## config.mk

```make
export PLATFORM = sky130hd
export DESIGN_NAME = stream_serialize
export DESIGN_NICKNAME = d
export VERILOG_FILES = /design/src/rtl/stream_serialize.sv
export SDC_FILE = /design/constraint.sdc
export NUM_CORES = 1
export LEC_CHECK = 0
export ABC_AREA = 1
export CAP_MARGIN = 20
export CORE_ASPECT_RATIO = 0.75
export CORE_MARGIN = 2
export CORE_UTILIZATION = 53
export DETAILED_ROUTE_END_ITERATION = 6
export PLACE_DENSITY = 0.86
export SLEW_MARGIN = 20
export SYNTH_ARGS = -nofsm -noshare
export SYNTH_HDL_FRONTEND = slang
export SYNTH_SLANG_ARGS = --single-unit
```

## constraint.sdc

```tcl
create_clock -name clk -period 2.5 [get_ports clk]
set_input_delay 0.5 -clock clk [delete_from_list [all_inputs] [get_ports clk]]
set_output_delay 0.5 -clock clk [all_outputs]
set_load 0.02 [all_outputs]
```

## src/rtl/stream_serialize.sv

```systemverilog
// Parallel-to-stream converter: accepts one LENGTH-element vector per handshake
// and emits it as a contiguous LENGTH-beat burst, chaining vectors without bubbles.
module stream_serialize #(
  parameter int unsigned BITS   = 8,
  parameter int unsigned LENGTH = 10
) (
  input  logic                     clk,
  input  logic                     rst_n,
  input  logic                     in_valid,
  output logic                     in_ready,
  input  logic [LENGTH*BITS-1:0]   a,
  output logic                     out_valid,
  output logic                     out_first,
  output logic                     out_last,
  output logic [BITS-1:0]          c
);

  localparam int unsigned   CW   = (LENGTH > 1) ? $clog2(LENGTH) : 1;
  localparam logic [CW-1:0] LAST = CW'(LENGTH - 1);

  typedef enum logic {
    IDLE,
    STREAM
  } state_t;

  state_t                   state_q, state_d;
  logic [CW-1:0]            count_q, count_d;
  logic [LENGTH*BITS-1:0]   data_q, data_d;
  logic                     busy;
  logic                     at_last;
  logic                     hs;
  logic [BITS-1:0]          elem;

  assign busy     = (state_q == STREAM);
  assign at_last  = (count_q == LAST);
  // Ready depends only on registered state and reset, never on in_valid.
  assign in_ready = rst_n && (!busy || at_last);
  assign hs       = in_valid && in_ready;

  always_ff @(posedge clk) begin
    if (!rst_n) begin
      state_q <= IDLE;
      count_q <= '0;
      data_q  <= '0;
    end else begin
      state_q <= state_d;
      count_q <= count_d;
      data_q  <= data_d;
    end
  end

  always_comb begin
    state_d = state_q;
    count_d = count_q;
    data_d  = data_q;
    unique case (state_q)
      IDLE: begin
        if (hs) begin
          data_d  = a;
          count_d = '0;
          state_d = STREAM;
        end
      end
      STREAM: begin
        if (!at_last) begin
          count_d = count_q + CW'(1);
        end else if (hs) begin
          // Final beat doubles as the load slot for the next vector.
          data_d  = a;
          count_d = '0;
        end else begin
          count_d = '0;
          state_d = IDLE;
        end
      end
      default: begin
        state_d = IDLE;
        count_d = '0;
      end
    endcase
  end

  always_comb begin
    elem = '0;
    for (int unsigned i = 0; i < LENGTH; i++) begin
      if (count_q == CW'(i)) begin
        elem = data_q[i*BITS +: BITS];
      end
    end
  end

  assign out_valid = busy;
  assign out_first = busy && (count_q == '0);
  assign out_last  = busy && at_last;
  assign c         = busy ? elem : '0;

endmodule

```

; ---- After elaboration in Yosys (flattened, before gate mapping)
; Index checks and enable logic that the tools add are counted.
[totals]
memories = 0
rom_bits = 0
ramBits = 0
latch_bits = 0
reg_bits = 85
output_inout_bits = 12
in_bits = 83
[op_classes]
magnitude_cmp = 0
n_bitwise = 1
n_mux = 20
div = 0
n_mul = 0
reduce_logical = 7
add_sub_neg = 1
shifts = 0
n_eq_ne = 11
[ops]
columns = operator, count
row1 = 2-to-1 mux 80 bit, 2
row2 = case mux 80 bit (2 select lines), 1
row3 = 2-to-1 mux 8 bit, 11
row4 = "equality test 4 x 3 -> 1 bit, second input constant", 4
row5 = "equality test 4 x 2 -> 1 bit, second input constant", 2
row6 = "equality test 4 bit, second input constant", 2
row7 = 2-to-1 mux 4 bit, 2
row8 = case mux 4 bit (2 select lines), 1
row9 = "adder 4 x 1 -> 4 bit, second input constant", 1
row10 = "equality test 4 x 1 -> 1 bit, second input constant", 1
row11 = logical AND 1 bit, 4
row12 = logical NOT 4 bit, 1
row13 = 2-to-1 mux 1 bit, 2
row14 = "!= test 2 x 1 -> 1 bit, second input constant", 1
row15 = "!= test 2 bit, second input constant", 1
row16 = case mux 1 bit (2 select lines), 1
row17 = logical NOT 1 bit, 1
row18 = logical OR 1 bit, 1
row19 = NOT 1 bit, 1

; ---- Depth between registers and ports, before layout
[logic_depth]
ltp_word = 12
depth_mapped = 11

; ---- Worst setup path after synthesis
; No wires, ideal clock.
[synth_timing]
kind = flip-flop to output port
startpoint = register count_q[0]
endpoint = output c[0]
n_path_buf = 0
arrival_time_ns = 1.500
path_stages_with_launch = 7
required_ns = 2.000
path_slack_ns = 0.500
path_cell_list = dfxtp_1 -> inv_2 -> nor2_2 -> nand3_2 -> nor2_1 -> nand2_1 -> nand2_1
[synth_between]
elab_chain_len = 12
[synth_rtl]
columns = item, line
row1 = "start, declared", 27  ; logic [CW-1:0] count_q, count_d;
row2 = "start signal, assigned", 47  ; count_q <= count_d;
row3 = logical NOT 4 bit, 86  ; if (count_q == CW'(i)) begin
row4 = 2-to-1 mux 8 bit (9 in series), 86
row5 = 2-to-1 mux 8 bit (*), 86
row6 = 2-to-1 mux 8 bit (*), 95  ; assign c = busy ? elem : '0;
row7 = "end, declared", 15  ; output logic [BITS-1:0] c
; Every way passes the cells marked *; elsewhere a longest branch is shown, timed or not.

; ---- Worst setup path after layout
[layout_timing]
startpoint = register count_q[1]
endpoint = output c[1]
; The elaborated chain is that of the path after synthesis.

==> impl_metrics.py <==
metrics = {
    "global_route": {
        "grt_util_met2": 0.424,
        "global_route.usage.met1": 0.406,
        "total_grt_overflow": 0,
        "grt_pass1_wl_microns": 17000,
        "met3_usage": 0.0771,
        "largest_net_degree_at_the_start_of_global_routing": 62,
        "total_grt_usage": 0.286,
        "grt_most_used_layer": "met2",
        "vias_in_the_first_global_route": 3457,
        "grt_antenna_before_repair": 0,
    },
    "timing": {
        "hold_viol": 0,
        "skew_ns": 0.00533,
        "setup_repair_after_global_routing_missed_its_margin": "yes",
        "max_freq_mhz": 421,
        "fin_crit_sh": 0.950,
        "layout_min_cycle_time_ns": 2.38,
        "finalSetupViolations": 0,
        "drv_slew": 0,
        "worst_hold_slack_ns": 0.455,
        "tightestPinTransition_ns": 0.500,
        "headroom_to_the_max_slew_limit": 0.666,
        "setup_total_negative_slack_ns": 0,
    },
    "clock_network": {
        "clock_tree.buffer_depth": 2,
        "clock-sinks": 85,
        "cts_tree": "yes",
        "path_clk_slew_ns": 0.09,
        "cts_hold_buffers": 0,
        "cts.htree.levels": 3,
        "root_buffer": "sky130_fd_sc_hd__clkbuf_8",
        "cts-buffers-inserted": 9,
        "insertion_delay_ns": 0.35,
    },
    "placed_design": {
        "place.detailed.hpwl_microns": 7700,
        "placedInstanceArea_sq_mm": 0.00474,
        "io_buffers": 94,
        "gp_congestion": 0.962,
    },
    "critical_path": {
        "critical_path_peak_fanout": 7,
        "crit_path_end_kind": "output pin",
        "worst-path-buf-inv": 3,
        "cpLargestDelayFamily": "simple AND/OR/NAND/NOR gates",
        "timing.critical_path.required_ns": 2.00,
        "worstSetupStartpointType": "flop",
        "crit_path_frequent_cell": "sky130_fd_sc_hd__nand2_1",
        "timing.critical_path.slowest_cell_delay_ns": 0.38,
        "cp_slowest_cell": "sky130_fd_sc_hd__dfxtp_4",
        "cp.arrival_ns": 1.88,
        "crit_type": "reg -> out",
        "crit_chain": "inv_1 -> nand2_2 -> nor2_1 -> buf_4 -> nand2_1 -> nand2_1 -> nor2_1 -> nand4_1 -> nand2_1 -> nand2_1 -> nand2_1 -> nand2_1 -> buf_4",
    },
    "floorplanning": {
        "design.die.area_sq_mm": 0.00769,
        "die-height_microns": 76.5,
        "floorplan.core_area_sq_mm": 0.00680,
        "start_util": 0.546,
        "fp-row-count": 26,
        "boundaryPins": 95,
        "die_width_microns": 101,
    },
    "synthesis": {
        "synthesized_netlist_cell_count": 539,
        "synthTopCellsByArea": "sky130_fd_sc_hd__dfxtp_1 46%, sky130_fd_sc_hd__nand2_1 18%, sky130_fd_sc_hd__nand3_1 8.2%, sky130_fd_sc_hd__a21oi_1 5.8%, sky130_fd_sc_hd__o21ai_0 5.5%",
        "netlist-cell-type-count": 19,
        "post-synth-top-area-cell": "sky130_fd_sc_hd__dfxtp_1",
        "synth.yosys.warnings": 0,
        "syn_area_cell_sq_um": 6.89,
        "mappedNetlistArea_sq_mm": 0.00371,
        "syn-num-nets": 622,
        "ys_seq_area_frac": 0.459,
        "synth-seq-cells": 85,
        "yosys.area.top_type_share": 0.459,
    },
    "layout": {
        "insertedDiodeCount": 0,
        "drive_above_1_share": 0.110,
        "flow.area_growth_from_synthesis_pct": 34.3,
        "nets": 717,
        "fin_util": 0.733,
        "commonest_non_fill_non_tap_cells_in_the_layout": "176 x sky130_fd_sc_hd__nand2_1, 82 x sky130_fd_sc_hd__dfxtp_1, 82 x sky130_fd_sc_hd__clkdlybuf4s50_1",
        "layout.cell_area.non_filler_sq_mm": 0.00498,
        "final_common_cell": "sky130_fd_sc_hd__nand2_1",
    },
    "power_and_ir_drop": {
        "power.share.switching": 0.265,
        "internal-power_w": 0.00215,
        "share_of_total_power_in_the_clock_network": 0.342,
        "p_leak_nw": 2.22,
        "power.ir.vdd_worst_mv": 0.388,
        "power.share.combinational": 0.147,
        "seq_power_share": 0.511,
        "power_density_mw_per_mm2": 587,
        "design_power_total_w": 0.00292,
        "switchingPower_w": 0.000775,
    },
    "detailed_routing": {
        "firstDrtPassIters": 7,
        "wire_per_inst_microns": 14.8,
        "detailedRoute.firstIterationViolations": 335,
        "postRouteWirelength_microns": 10700,
        "antenna_violating_nets_post_route": 0,
        "post_drt_via_cell_ratio": 5.34,
        "route.vias.total": 3859,
        "drt_drc_violations_left": 0,
    },
    "hold_path": {
        "timing.hold.worst.class": "reg -> reg",
    },
    "flow_run": {
        "max_cap_violations": 0,
    },
    "run_status": {
        "status": "complete, no violations",
    },
}
[power groups by stage]
stage | Combinational, W | Sequential (W) | Clock, W
CTS | 0.000423 | 0.00149 | 0.00102
global route | 0.000472 | 0.00150 | 0.00108
global placement | 0.000410 | 0.00152 | 0
finish | 0.000429 | 0.00149 | 0.00100
floorplan | 0.000215 | 0.00151 | 0
detailed placement | 0.000420 | 0.00152 | 0
[path summary, 6_finish.rpt]
kind	from	end	slack (ns)	depth (start not counted)
min reg2reg	data_q[56]	data_q[56]	0.46	2
max	count_q[1]	c[1]	0.12	13
max reg2reg	count_q[0]	data_q[26]	0.74	8
min	data_q[56]	data_q[56]	0.46	2
[worst register-to-register path: stages (launching register included)]
cell and delay (ns):
sky130_fd_sc_hd__dfxtp_4 0.39, sky130_fd_sc_hd__inv_2 0.06, sky130_fd_sc_hd__nor2_2 0.13, sky130_fd_sc_hd__nand3_2 0.11, sky130_fd_sc_hd__nand2_4 0.15, sky130_fd_sc_hd__nand3_4 0.13, sky130_fd_sc_hd__buf_4 0.30, sky130_fd_sc_hd__o21ai_0 0.28
sky130_fd_sc_hd__a21oi_1 0.08
[layout make-up]
cell class,instances,area [sq um]
Clock buffer,10,138
Clock inverter,6,68.8
Fill cell,551,1820
Inverter,53,199
Multi-Input combinational cell,375,1710
Sequential cell,85,1710
Tap cell,84,105
Timing Repair Buffer,110,1050
[Yosys cell counts (all sizes together)]
master / instances
nor2: 31
inv: 53
dfxtp: 85
nor3: 8
buf: 19
clkbuf: 7
nand2: 180
nand3: 63
and3: 1
a21oi: 43
o21ai: 41
nand4: 8
[registers in the layout, summed over array words and instances (netlist names)]
register / flops
count_q: 4
data_q: 80
out_valid: 1
[layer usage]
metal / vias up / share of wire
li1: 1918 / -
met4: 0 / 0.027
met3: 28 / 0.093
met1: 1713 / 0.46
met2: 200 / 0.42
met5: - / 0
[through the flow]
step	std cells	setup slack (ns)
after floorplan	539	0.500
after global placement	707	0.0323
after detailed placement	707	0.0119
after CTS	723	0.0141
after global routing	723	-0.0422
final	723	0.124
[kinds of logic after synthesis]
group | after synthesis | synth area share
flip-flops | 85 | 0.459
AO/OA/AOI/OAI | 84 | 0.113
buffers and inverters | 79 | 0.0964
AND/OR/NAND/NOR | 291 | 0.332
[repair_timing]
action / in CTS / in global routing
buffers inserted: 0 / 0
gates resized for setup: 27 / 30
setup endpoints to repair: 10 / 10
pin swaps: 0 / 3
No activity file was read; power rests on OpenSTA's default activity.
